## config.mk

```make
export PLATFORM = sky130hd
export DESIGN_NAME = tx_pattern_gen_flat
export DESIGN_NICKNAME = d
export VERILOG_FILES = /design/src/rtl/tx_pattern_gen_pkg.sv /design/src/rtl/tx_pattern_gen_if.sv /design/src/rtl/tx_pattern_gen_prbs15_lane.sv /design/src/rtl/tx_pattern_gen.sv /design/src/flat_wrapper.sv
export SDC_FILE = /design/constraint.sdc
export NUM_CORES = 1
export LEC_CHECK = 0
export CORE_UTILIZATION = 51
export DETAILED_ROUTE_END_ITERATION = 10
export PLACE_DENSITY_LB_ADDON = 0.3
export SETUP_SLACK_MARGIN = 0.4
export SLEW_MARGIN = 20
export SYNTH_ARGS = -nofsm -noshare
export SYNTH_HDL_FRONTEND = slang
export SYNTH_SLANG_ARGS = --single-unit
export TNS_END_PERCENT = 50
```

## constraint.sdc

```tcl
create_clock -name clock -period 3.21 [get_ports clock]
set_clock_uncertainty 0.15 [all_clocks]
set_input_delay 0.642 -clock clock [delete_from_list [all_inputs] [get_ports clock]]
set_output_delay 0.642 -clock clock [all_outputs]
set_load 0.01 [all_outputs]
```

## src/rtl/tx_pattern_gen_pkg.sv

```systemverilog
// Shared types and helpers for the transmit pattern generator: mode encoding,
// PAM5 level mapping, constant-level saturation, ramp levels and PRBS seeds.
package tx_pattern_pkg;

    localparam int LANES = 4;

    typedef enum logic [1:0] {
        MODE_IDLE  = 2'd0,
        MODE_PRBS  = 2'd1,
        MODE_CONST = 2'd2,
        MODE_RAMP  = 2'd3
    } mode_t;

    typedef logic signed [2:0] level_t;

    // Packed so that LANE_SEED[i] is the seed of lane i.
    localparam logic [LANES-1:0][14:0] LANE_SEED = {15'h0200, 15'h0040, 15'h0008, 15'h0001};

    function automatic level_t pam5_level(input logic [2:0] idx);
        level_t lvl;
        case (idx)
            3'd0:    lvl = -3'sd2;
            3'd1:    lvl = -3'sd1;
            3'd2:    lvl = 3'sd0;
            3'd3:    lvl = 3'sd1;
            3'd4:    lvl = 3'sd2;
            3'd5:    lvl = -3'sd1;
            3'd6:    lvl = 3'sd0;
            default: lvl = 3'sd1;
        endcase
        return lvl;
    endfunction

    function automatic level_t sat_level(input level_t raw);
        level_t lvl;
        if (raw < -3'sd2) begin
            lvl = -3'sd2;
        end else if (raw > 3'sd2) begin
            lvl = 3'sd2;
        end else begin
            lvl = raw;
        end
        return lvl;
    endfunction

    // phase is 0..4 and lane 0..3, so the sum never exceeds 7 and one fold covers mod 5.
    function automatic level_t ramp_level(input logic [2:0] phase, input logic [1:0] lane);
        logic [2:0] sum;
        level_t     lvl;
        sum = phase + {1'b0, lane};
        case (sum)
            3'd0, 3'd5: lvl = -3'sd2;
            3'd1, 3'd6: lvl = -3'sd1;
            3'd2, 3'd7: lvl = 3'sd0;
            3'd3:       lvl = 3'sd1;
            default:    lvl = 3'sd2;
        endcase
        return lvl;
    endfunction

endpackage

```

## src/rtl/tx_pattern_gen_if.sv

```systemverilog
// Control and sample bus between the pattern generator and its consumer (FFE input side).
interface tx_pattern_gen_if #(
    parameter int WIDTH = 8
);
    logic                    io_start;
    logic                    io_stop;
    logic [1:0]              io_mode;
    logic [15:0]             io_burst_len;
    logic [2:0]              io_const_level;
    logic                    io_out_valid;
    logic signed [WIDTH-1:0] io_out_bits_0;
    logic signed [WIDTH-1:0] io_out_bits_1;
    logic signed [WIDTH-1:0] io_out_bits_2;
    logic signed [WIDTH-1:0] io_out_bits_3;
    logic                    io_busy;
    logic                    io_done;

    modport master (
        input  io_start, io_stop, io_mode, io_burst_len, io_const_level,
        output io_out_valid, io_out_bits_0, io_out_bits_1, io_out_bits_2, io_out_bits_3,
        output io_busy, io_done
    );

    modport slave (
        output io_start, io_stop, io_mode, io_burst_len, io_const_level,
        input  io_out_valid, io_out_bits_0, io_out_bits_1, io_out_bits_2, io_out_bits_3,
        input  io_busy, io_done
    );
endinterface

```

## src/rtl/tx_pattern_gen_prbs15_lane.sv

```systemverilog
// One PRBS15 lane (x^15 + x^14 + 1, Fibonacci) stepping three bits per advance.
// idx reflects the three bits the next advance will produce; the first bit lands in idx[0].
module prbs15_lane #(
    parameter logic [14:0] SEED = 15'h0001
) (
    input  logic       clock,
    input  logic       reset,
    input  logic       load,
    input  logic       adv,
    output logic [2:0] idx
);
    logic [14:0] lfsr;
    logic [14:0] base;
    logic [14:0] stepped;

    // A load restarts from the seed in the same cycle, so the first sample needs no warm-up cycle.
    always_comb begin
        base    = load ? SEED : lfsr;
        stepped = base;
        idx     = '0;
        for (int k = 0; k < 3; k++) begin
            idx[k]  = stepped[14] ^ stepped[13];
            stepped = {stepped[13:0], idx[k]};
        end
    end

    always_ff @(posedge clock) begin
        if (reset) begin
            lfsr <= SEED;
        end else if (load || adv) begin
            lfsr <= stepped;
        end
    end
endmodule

```

## src/rtl/tx_pattern_gen.sv

```systemverilog
// Four-lane PAM5 stimulus source (PRBS / constant / ramp) feeding the FFE input,
// with finite or continuous bursts and fully registered outputs.
module tx_pattern_gen #(
    parameter int WIDTH = 8,
    parameter int SCALE = 32,
    parameter int LANES = tx_pattern_pkg::LANES
) (
    input  logic            clock,
    input  logic            reset,
    tx_pattern_gen_if.master io
);
    import tx_pattern_pkg::*;

    if (2 * SCALE > 2 ** (WIDTH - 1) - 1) begin : g_scale_check
        $error("SCALE too large: 2*SCALE must fit in a signed WIDTH-bit sample");
    end
    if (LANES != 4) begin : g_lanes_check
        $error("LANES must be 4");
    end

    localparam logic signed [WIDTH-1:0] SCALE_S = WIDTH'(SCALE);

    typedef enum logic {S_IDLE, S_RUN} state_t;

    state_t                  state, state_n;
    mode_t                   mode_q, mode_sel;
    logic [15:0]             len_q;
    level_t                  lvl_q, lvl_sel;
    logic [15:0]             cnt, cnt_base;
    logic [2:0]              phase, phase_base;
    logic                    start_ok, emit, done_n;
    logic                    valid_q, done_q;
    logic [2:0]              prbs_idx [LANES];
    level_t                  lane_lvl [LANES];
    logic signed [WIDTH-1:0] sample_n [LANES];
    logic signed [WIDTH-1:0] bits_q   [LANES];

    function automatic logic signed [WIDTH-1:0] scale_level(input level_t lvl);
        logic signed [WIDTH-1:0] wide;
        wide = WIDTH'(lvl);
        return wide * SCALE_S;
    endfunction

    for (genvar g = 0; g < LANES; g++) begin : g_lane
        prbs15_lane #(
            .SEED (LANE_SEED[g])
        ) u_prbs (
            .clock (clock),
            .reset (reset),
            .load  (start_ok),
            .adv   (emit),
            .idx   (prbs_idx[g])
        );
    end

    always_comb begin
        state_n  = state;
        start_ok = 1'b0;
        emit     = 1'b0;
        done_n   = 1'b0;
        case (state)
            S_IDLE: begin
                if (io.io_start && !io.io_stop && io.io_mode != 2'd0) begin
                    start_ok = 1'b1;
                    emit     = 1'b1;
                    state_n  = S_RUN;
                end
            end
            default: begin
                // Stop wins over a burst that would complete in the same cycle.
                if (io.io_stop) begin
                    state_n = S_IDLE;
                end else if (len_q != 16'd0 && cnt == len_q) begin
                    state_n = S_IDLE;
                    done_n  = 1'b1;
                end else begin
                    emit = 1'b1;
                end
            end
        endcase
    end

    // The start cycle already registers the first sample, so it reads the live inputs.
    always_comb begin
        mode_sel   = start_ok ? mode_t'(io.io_mode) : mode_q;
        lvl_sel    = start_ok ? sat_level(level_t'(io.io_const_level)) : lvl_q;
        cnt_base   = start_ok ? 16'd0 : cnt;
        phase_base = start_ok ? 3'd0 : phase;
        for (int l = 0; l < LANES; l++) begin
            case (mode_sel)
                MODE_PRBS:  lane_lvl[l] = pam5_level(prbs_idx[l]);
                MODE_CONST: lane_lvl[l] = lvl_sel;
                MODE_RAMP:  lane_lvl[l] = ramp_level(phase_base, 2'(l));
                default:    lane_lvl[l] = 3'sd0;
            endcase
            sample_n[l] = emit ? scale_level(lane_lvl[l]) : '0;
        end
    end

    always_ff @(posedge clock) begin
        if (reset) begin
            state   <= S_IDLE;
            mode_q  <= MODE_IDLE;
            len_q   <= '0;
            lvl_q   <= '0;
            cnt     <= '0;
            phase   <= '0;
            valid_q <= 1'b0;
            done_q  <= 1'b0;
            for (int l = 0; l < LANES; l++) begin
                bits_q[l] <= '0;
            end
        end else begin
            state   <= state_n;
            valid_q <= emit;
            done_q  <= done_n;
            for (int l = 0; l < LANES; l++) begin
                bits_q[l] <= sample_n[l];
            end
            if (start_ok) begin
                mode_q <= mode_sel;
                len_q  <= io.io_burst_len;
                lvl_q  <= lvl_sel;
            end
            if (emit) begin
                cnt   <= cnt_base + 16'd1;
                phase <= (phase_base == 3'd4) ? 3'd0 : phase_base + 3'd1;
            end
        end
    end

    assign io.io_out_valid  = valid_q;
    assign io.io_out_bits_0 = bits_q[0];
    assign io.io_out_bits_1 = bits_q[1];
    assign io.io_out_bits_2 = bits_q[2];
    assign io.io_out_bits_3 = bits_q[3];
    assign io.io_busy       = (state == S_RUN);
    assign io.io_done       = done_q;
endmodule

```

## src/flat_wrapper.sv

```systemverilog
// flat-port wrapper written by rule: the top's interface ports become plain ports
module tx_pattern_gen_flat import tx_pattern_pkg::*;
#(
    parameter int WIDTH = 8,
    parameter int SCALE = 32,
    parameter int LANES = tx_pattern_pkg::LANES
)
  (clock, reset, io_io_start, io_io_stop, io_io_mode, io_io_burst_len, io_io_const_level, io_io_out_valid, io_io_out_bits_0, io_io_out_bits_1, io_io_out_bits_2, io_io_out_bits_3, io_io_busy, io_io_done);
  tx_pattern_gen_if #(.WIDTH(WIDTH)) io_i ();
  input  logic clock;
  input  logic reset;
  input wire logic [$bits(io_i.io_start)-1:0] io_io_start;
  input wire logic [$bits(io_i.io_stop)-1:0] io_io_stop;
  input wire logic [$bits(io_i.io_mode)-1:0] io_io_mode;
  input wire logic [$bits(io_i.io_burst_len)-1:0] io_io_burst_len;
  input wire logic [$bits(io_i.io_const_level)-1:0] io_io_const_level;
  output wire logic [$bits(io_i.io_out_valid)-1:0] io_io_out_valid;
  output wire logic [$bits(io_i.io_out_bits_0)-1:0] io_io_out_bits_0;
  output wire logic [$bits(io_i.io_out_bits_1)-1:0] io_io_out_bits_1;
  output wire logic [$bits(io_i.io_out_bits_2)-1:0] io_io_out_bits_2;
  output wire logic [$bits(io_i.io_out_bits_3)-1:0] io_io_out_bits_3;
  output wire logic [$bits(io_i.io_busy)-1:0] io_io_busy;
  output wire logic [$bits(io_i.io_done)-1:0] io_io_done;
  assign io_i.io_start = io_io_start;
  assign io_i.io_stop = io_io_stop;
  assign io_i.io_mode = io_io_mode;
  assign io_i.io_burst_len = io_io_burst_len;
  assign io_i.io_const_level = io_io_const_level;
  assign io_io_out_valid = io_i.io_out_valid;
  assign io_io_out_bits_0 = io_i.io_out_bits_0;
  assign io_io_out_bits_1 = io_i.io_out_bits_1;
  assign io_io_out_bits_2 = io_i.io_out_bits_2;
  assign io_io_out_bits_3 = io_i.io_out_bits_3;
  assign io_io_busy = io_i.io_busy;
  assign io_io_done = io_i.io_done;
  tx_pattern_gen #(.WIDTH(WIDTH), .SCALE(SCALE), .LANES(LANES)) u_core (.clock(clock), .reset(reset), .io(io_i));
endmodule
```

== Word-level counts from Yosys, hierarchy flattened ==
Memories as Yosys holds them, arrays and structs flattened.
Cells that the tools add are included.

* Add/sub/neg operators: 4
* Magnitude comparators: 2
* Eq/ne operators: 49
* Muxes and demuxes: 40
* Bitwise logic cells: 17
* Reductions and logical operators: 36

{| class="wikitable"
|+ Operators with widths
! operator !! count
|-
| case mux 3 bit (4 select lines) || 8
|-
| equality test 3 bit (second input constant) || 25
|-
| 2-to-1 mux 8 bit || 8
|-
| 2-to-1 mux 15 bit || 4
|-
| OR reduction 2 bit || 20
|-
| equality test 3 x 2 -> 1 bit (second input constant) || 12
|-
| case mux 3 bit (3 select lines) || 4
|-
| equality test 3 x 1 -> 1 bit (second input constant) || 8
|-
| logical NOT 3 bit || 8
|-
| adder 16 x 1 -> 16 bit (second input constant) || 1
|-
| equality test 16 bit || 1
|-
| 2-to-1 mux 16 bit || 1
|-
| nonzero test 16 bit || 1
|-
| 2-to-1 mux 3 bit || 5
|-
| bitwise XOR 1 bit || 12
|-
| 2-to-1 mux 1 bit || 9
|-
| adder 3 x 2 -> 3 bit (second input constant) || 2
|-
| equality test 2 bit (second input constant) || 2
|-
| bitwise OR 1 bit || 4
|-
| adder 3 x 1 -> 3 bit (second input constant) || 1
|-
| greater-than comparator 3 bit (second input constant) || 1
|-
| logical AND 1 bit || 3
|-
| < comparator 3 x 2 -> 1 bit (second input constant) || 1
|-
| OR reduction 3 bit || 1
|-
| other kinds (6) || 6
|}

* Register bits after elaboration: 102
* Bits in writable memories: 32
* Bits of input ports: 25
* Output and inout bits: 35
* Logic and storage cells: 160
* Memories kept: 1

{| class="wikitable"
|+ Memory list
! name !! depth !! width !! rd ports !! clocked after Yosys merged registers in !! wr ports !! line !! text
|-
| u_core.bits_q || 4 || 8 || 4 || 0 || 4 || tx_pattern_gen.sv:36 || <nowiki>logic signed [WIDTH-1:0] bits_q [LANES];</nowiki>
|}

== Depth between registers and ports, before layout ==
Gate-level depths: netlist (run 1).

* Depth after elaboration: 13
* Gate-level depth with buffers: 13
* Mapped depth without buffers: 11

== By module ==
A second synthesis (run 1) with hierarchy kept.

* Cell total of the unflattened synthesis: 644
* Area, all modules: 5639.2 um^2

{| class="wikitable"
|+ Modules (own cells, without submodules)
! module !! instances !! cells an instance !! area each (um^2) !! sequential area each (um^2)
|-
| tx_pattern_gen || 1 || 418 || 3276.9 || 1081.0
|-
| prbs15_lane at u_core.g_lane[1].u_prbs ... || 3 || 56 || 588.1 || 300.3
|-
| prbs15_lane at u_core.g_lane[0].u_prbs || 1 || 58 || 598.1 || 300.3
|}

== Least setup slack after synthesis (run 1) ==
No wires, ideal clock.

* Path kind: in2reg
* From: input io_io_mode[1]
* To: memory u_core.bits_q[3][6]
* Library setup time: 0.130 ns
* Arrival: 2.901 ns
* Required time: 2.930 ns
* Setup slack: 0.029 ns
* Stages: 13
* Buffers on the path: 2
* Path through: or2_2 > nand2_1 > buf_2 > buf_2 > and2_1 > inv_1 > ha_1 > ha_1 > nor2b_1 > a211oi_1 > a21oi_1 > o21ai_0 > a21oi_1

{| class="wikitable"
|+ RTL lines
! item !! line !! text
|-
| start, declared || flat_wrapper.sv:14 || <nowiki>input wire logic [$bits(io_i.io_mode)-1:0] io_io_mode;</nowiki>
|-
| end, declared || tx_pattern_gen.sv:36 ||
|}

==> impl_metrics.yaml, run 1 <==
outcome:
  status: "finished clean"
setup_path:
  timing.rr.start: "u_core.cnt[0]"
  critPathLaunchType: "input port"
  crit_chain: "clkdlybuf4s50_1 -> or2_2 -> nand2_2 -> and2_4 -> inv_1 -> ha_4 -> ha_4 -> nor2b_1 -> a211oi_2 -> a21oi_1 -> o21ai_0 -> a21oi_1"
  cp.arrival_ns: 2.95
  crit_start: "io_io_mode[1]"
  reg2reg_to: "u_core.g_lane[1].u_prbs.lfsr[9]"
  ff2ff_setup_slack_ns: 0.71
  crit_path_end_kind: "flip-flop"
  required_ns: 3.44
  critPathTopFamily: "simple AND/OR/NAND/NOR gates"
  cp_slowest_cell: "clkdlybuf4s50_1"
  cp.buffers_inverters: 2
  cpPeakStageDelay_ns: 0.46
  path_depth: 12
  crit_end: "u_core.bits_q[3][6]"
  criticalPathCategory: "in -> reg"
  worstPathMaxFanout: 7
  reg2reg_depth: 8
hold_path:
  min_from: "u_core.g_lane[1].u_prbs.lfsr[10]"
  min_path_type: "reg -> reg"
synthesis:
  synth.distinct_cells: 58
  ys_seq_area_share_pct: 42.0
  syn-cell-area_um2: 5430
  synth-seq-cells: 114
  avgSynthCellArea_um2: 8.11
  synthTopCellsByArea: "dfxtp_1, a21oi_1, nand2_1"
  ys.flop_type: "dfxtp_1"
  synthArstFlopShare_pct: 0
  synth_top_cell_by_area: "dfxtp_1"
  synthCells: 670
  synthAdderAreaFrac_pct: 2.53
  synth-compound-area-share_pct: 17.2
  synth.most_common_cell: "dfxtp_1"
  synth-edff-count: 0
  synth_simple_gate_area_share_pct: 23.8
  synth_xor_area_share_pct: 6.13
  synth_top_family_by_area: "simple AND/OR/NAND/NOR gates"
  yosysWarnings: 0
  synthTopCellsByCount: "dfxtp_1, nand2_1, a21oi_1"
  muxShareOfSynthArea_pct: 0.599
  yosysTopAreaCellShare_pct: 42.0
timing:
  fin_tns_setup_ns: 0
  worst_slew_pin_slew_ns: 0.587
  fin_crit_ns: 2.72
  fin_crit_sh_pct: 84.9
  fmax_mhz: 367
  finalHoldViolCount: 0
  final_max_slew_viol_count: 0
  fin_ws_ns: 0.486
  slew_headroom_pct: 60.6
  rsz0062_at_grt: "true"
  final-setup-viol-count: 0
drt:
  drc: 0
  drtPass1Iterations: 5
  routedWlPerCell_um: 15.1
  vias_per_cell: 5.54
  drt_iter0_markers: 267
  route.vias.total: 4752
  ant_nets: 0
  wl_um: 12900
placement:
  dpl_worst_slack_ns: 0.0227
  place_congestion: 0.908
  dp_hpwl_um: 8530
  dp_cells: 826
  port_buffers: 39
floorplan:
  ios: 60
  start_util_pct: 52.6
  core.rowCount: 37
  die_h_um: 105
  dieArea_um2: 11100
  die_x_um: 105
  core-area_um2: 10300
global_route:
  grt_pass1_wl_um: 21600
  overflow: 0
  grt_antenna_before_repair: 0
  grt_max_degree: 72
  track_usage_pct: 24.5
  grt_pass1_vias: 4469
clocking:
  htreeDepth: 4
  clockBufferDepth: 2
  cts-root-buf: "clkbuf_8"
  clock_latency_ns: 0.51
  cts_buffers: 17
  path_clk_slew_ns: 0.06
  cts_num_sinks: 114
  cts_tree: "built"
job:
  drv_cap: 0
pwr:
  ir_drop_v: 0.000600
  finalPower_mw: 3.76
  power.density_nw_per_um2: 574
  leakage_nw: 2.31
final_layout:
  drive_above_1_share_pct: 11.5
  instances_no_fill: 858
  diodes: 0
  n_fill_cell: 859
  final_nets: 745
  area_growth_pct: 20.7
-- final cells by class --
cell class / instances / area (µm²) / share of cell area (%)
clock inverter: 14 / 178 / 2.71
inverter: 9 / 33.8 / 0.515
tap: 136 / 170 / 2.60
clock buffer: 18 / 428 / 6.53
sequential: 114 / 2280 / 34.8
timing repair buffer: 65 / 597 / 9.11
multi-input combinational: 502 / 2870 / 43.7
-- timing repair --
item                                    4_1_cts  5_1_grt
gates resized for setup                       0        2
endpoints found under the setup margin        0        2
hold buffers                                  0        0
setup buffers                                 0        0
-- layer usage --
metal | routed length [µm] | global-route usage [%]
met1 | 6000 | 32.5
met4 | 201 | 10.2
met2 | 6110 | 38.9
met3 | 628 | 4.99
met5 | 0 | 0
-- cells in the final DEF (no fill, tap or decap), types with 3 or more instances in the layout --
cell type / count
nand2_1: 103
nand2b_1: 7
buf_4: 24
clkinv_4: 3
xnor2_1: 36
nand4_1: 11
a21oi_1: 78
nor3_1: 20
o31a_1: 3
clkdlybuf4s50_1: 38
nor4_1: 5
bufinv_16: 3
clkbuf_16: 16
inv_6: 3
or3_1: 4
nor2b_1: 8
clkinvlp_4: 4
a211oi_2: 4
and2_1: 5
and3_1: 4
dfxtp_1: 114
a211oi_1: 13
inv_1: 9
o21ai_0: 23
ha_1: 8
o22ai_1: 5
nand3_1: 39
nor2_1: 52
a31oi_1: 7
conb_1: 20
-- state kept, by name, indices dropped and copies added, names as in the netlist --
| register | cells |
|---|---|
| u_core.mode_q | 2 |
| u_core.phase | 3 |
| u_core.g_lane.u_prbs.lfsr | 60 |
| u_core.bits_q | 12 |
| u_core.io.io_busy | 1 |
| u_core.io.io_done | 1 |
| u_core.lvl_q | 3 |
| u_core.cnt | 16 |
| u_core.len_q | 16 |
-- worst min path at each step --
stage | slack (ns) | endpoint | cells after the start
3_5_place_dp | 0.30 | u_core.g_lane[0].u_prbs.lfsr[8] | 2
5_1_grt | 0.32 | u_core.g_lane[0].u_prbs.lfsr[5] | 2
6_report | 0.30 | u_core.g_lane[1].u_prbs.lfsr[13] | 2
2_1_floorplan | 0.28 | u_core.g_lane[0].u_prbs.lfsr[9] | 2
3_3_place_gp | 0.29 | u_core.g_lane[1].u_prbs.lfsr[5] | 2
4_1_cts | 0.31 | u_core.g_lane[3].u_prbs.lfsr[5] | 2
-- per-stage QoR --
stage / area, µm² / util (%) / hold WS (ns)
finish: 6550 / 63.5 / 0.302
global route: 6550 / 63.5 / 0.324
CTS: 6550 / 63.4 / 0.306
detailed placement: 5940 / 57.5 / 0.298
global placement: 5940 / 57.5 / 0.288
floorplan: 5570 / - / 0.282
-- worst reg2reg max path: stages, from the launching register on --
cell and delay [ns]:
dfxtp_1 0.48, xnor2_1 0.16, nand4_1 0.18, nor4_2 0.29, buf_4 0.24, a21o_2 0.36, buf_4 0.30, nand3_1 0.10
a21oi_1 0.17
-- report_power, final --
part           switching, mW  total, mW  internal [mW]
registers             0.0288       1.48           1.45
clock network          0.701       1.91           1.21
logic                  0.225      0.374          0.149
-- kinds of logic (layout without fill, tap and decap cells) --
logic type / Yosys count / count (layout)
buf+inv: 73 / 106
xor+xnor: 38 / 38
mux: 3 / 3
compound gates: 155 / 155
fa+ha+maj: 11 / 11
simple gates: 275 / 275
flops: 114 / 114
other cells: 1 / 20
No activity file was read; power rests on OpenSTA's default activity.
==> run 2, diff against run 1 <==
--- a/config.mk
+++ b/config.mk
@@ -5,7 +5,7 @@
 export SDC_FILE = /design/constraint.sdc
 export NUM_CORES = 1
 export LEC_CHECK = 0
-export CORE_UTILIZATION = 51
+export CORE_UTILIZATION = 56
 export DETAILED_ROUTE_END_ITERATION = 10
 export PLACE_DENSITY_LB_ADDON = 0.3
 export SETUP_SLACK_MARGIN = 0.4
==> constraint.sdc (replaced) <==
create_clock -name clock -period 2.7 [get_ports clock]
set_clock_uncertainty 0.15 [all_clocks]
set_input_delay 0.54 -clock clock [delete_from_list [all_inputs] [get_ports clock]]
set_output_delay 0.54 -clock clock [all_outputs]
set_load 0.01 [all_outputs]
==> run 2 against run 1 <==
Effect of this change: cell area is 8.7% higher; via count increased by 7.8%; critical path depth stayed put; register-to-register slack worse by 0.31 ns; worst hold slack worse by 0.0027 ns; count of clock-buffer cells in the layout is 2 higher; critical path type unchanged; largest cell class unchanged; largest power group unchanged.
==> impl_metrics.yaml, run 2 (synthesis gave the netlist of run 1 again) <==
setup_path:
  reg2reg_depth: 10
  cp.arrival_ns: 2.58
  crit_path_end_kind: "flip-flop"
  criticalPathCategory: "in -> reg"
  required_ns: 2.95
  critPathLaunchType: "input port"
  worstPathMaxFanout: 5
drt:
  ant_nets: 0
  vias_per_cell: 5.70
  wl_um: 15100
  route.vias.total: 5121
  drtPass1Iterations: 5
  routedWlPerCell_um: 16.8
  drc: 0
  drt_iter0_markers: 383
floorplan:
  die_x_um: 100
  die_h_um: 100
  core-area_um2: 9330
  dieArea_um2: 10100
  ios: 60
  start_util_pct: 58.2
  core.rowCount: 35
hold_path:
  min_path_type: "reg -> reg"
  whs_path_depth: 2
pwr:
  finalPower_mw: 4.48
  ir_drop_v: 0.000729
  power.density_nw_per_um2: 628
  leakage_nw: 2.59
clocking:
  ctsHoldBuffers: 0
  clockBufferDepth: 2
  path_clk_slew_ns: 0.06
  cts-root-buf: "clkbuf_8"
  clock_latency_ns: 0.52
  cts_num_sinks: 114
  cts_tree: "built"
  cts_buffers: 17
  htreeDepth: 4
timing:
  final-setup-viol-count: 0
  fin_crit_ns: 2.33
  finalHoldViolCount: 0
  fin_crit_sh_pct: 86.4
  slew_headroom_pct: 52.8
  final_max_slew_viol_count: 0
  fmax_mhz: 429
  worst_slew_pin_slew_ns: 0.708
  rsz0062_at_grt: "true"
global_route:
  overflow: 0
  grt_pass1_wl_um: 23200
  track_usage_pct: 29.7
  grt_antenna_before_repair: 0
  grt_pass1_vias: 4736
  grt_max_degree: 72
outcome:
  status: "finished clean"
placement:
  place_congestion: 0.910
  dp_hpwl_um: 9440
  port_buffers: 39
final_layout:
  largest_register_ff_count: 60
  area_growth_pct: 31.1
  regMostFlops: "u_core.g_lane.u_prbs.lfsr"
  drive_above_1_share_pct: 21.4
  final_nets: 793
  diodes: 0
  largestRegisters: "u_core.g_lane.u_prbs.lfsr: 60 flops, u_core.cnt: 16 flops, u_core.len_q: 16 flops"
  fin_util_pct: 76.4
  final_cell_mix: "nand2_1, dfxtp_1, a21oi_1"
job:
  drv_cap: 0
run 2: layer usage:
metal  global-route usage, %  vias to the layer above  share of wire (%)  wire [µm]
li1                        -                     2458                  -          -
met1                    37.7                     2488                 43       6480
met2                    49.6                      154                 51       7680
met3                    6.87                       21                4.6        686
met4                    10.1                        0                1.5        223
met5                       0                        -                  0          0
run 2: metrics by stage:
step | setup TNS (ns) | cell area, µm² | hold slack [ns] | worst slack [ns] | std cells
3_3_place_gp | -2.30 | 6300 | 0.288 | -0.182 | 852
6_report | 0 | 7120 | 0.299 | 0.368 | 899
5_1_grt | 0 | 7120 | 0.318 | 0.319 | 899
3_5_place_dp | -3.17 | 6300 | 0.298 | -0.261 | 852
2_1_floorplan | 0 | 5630 | 0.282 | 0.146 | 689
4_1_cts | 0 | 6940 | 0.306 | 0.404 | 891
run 2: layout make-up:
cell class / instances / area (µm²)
timing repair buffer: 113 / 1030
tap: 129 / 161
clock buffer: 20 / 435
clock inverter: 12 / 133
sequential: 114 / 2300
multi-input combinational: 502 / 3020
fill: 687 / 2210
inverter: 9 / 36.3
run 2: worst max-delay path, stage by stage:
cell and delay (ns):
dlygate4sd2_1 0.25, or2_4 0.27, nand2_4 0.09, and2_4 0.19, inv_4 0.05, ha_4 0.17, ha_4 0.31, nor2b_4 0.06
a211oi_4 0.31, o22ai_2 0.13, a21oi_1 0.15, nor2_1 0.06
run 2: report_power, final:
group	switching [mW]	total, mW	internal, mW
logic	0.317	0.582	0.265
clock network	0.797	2.13	1.34
registers	0.0369	1.76	1.72
total	1.15	4.48	3.33
run 2: worst paths after layout:
| check | start | endpoint | slack [ns] |
|---|---|---|---|
| setup reg to reg | u_core.io.io_busy | u_core.bits_q[3][7] | 0.40 |
| hold / removal | u_core.g_lane[0].u_prbs.lfsr[5] | u_core.g_lane[0].u_prbs.lfsr[8] | 0.30 |
| setup / recovery | io_io_mode[1] | u_core.bits_q[3][7] | 0.37 |
| hold reg to reg | u_core.g_lane[0].u_prbs.lfsr[5] | u_core.g_lane[0].u_prbs.lfsr[8] | 0.30 |
run 2: what timing repair did:
item	4_1_cts	5_1_grt
buffers inserted	7	7
pin swaps	7	20
gates cloned	0	1
resized for setup	13	28
endpoints found under the setup margin	9	35
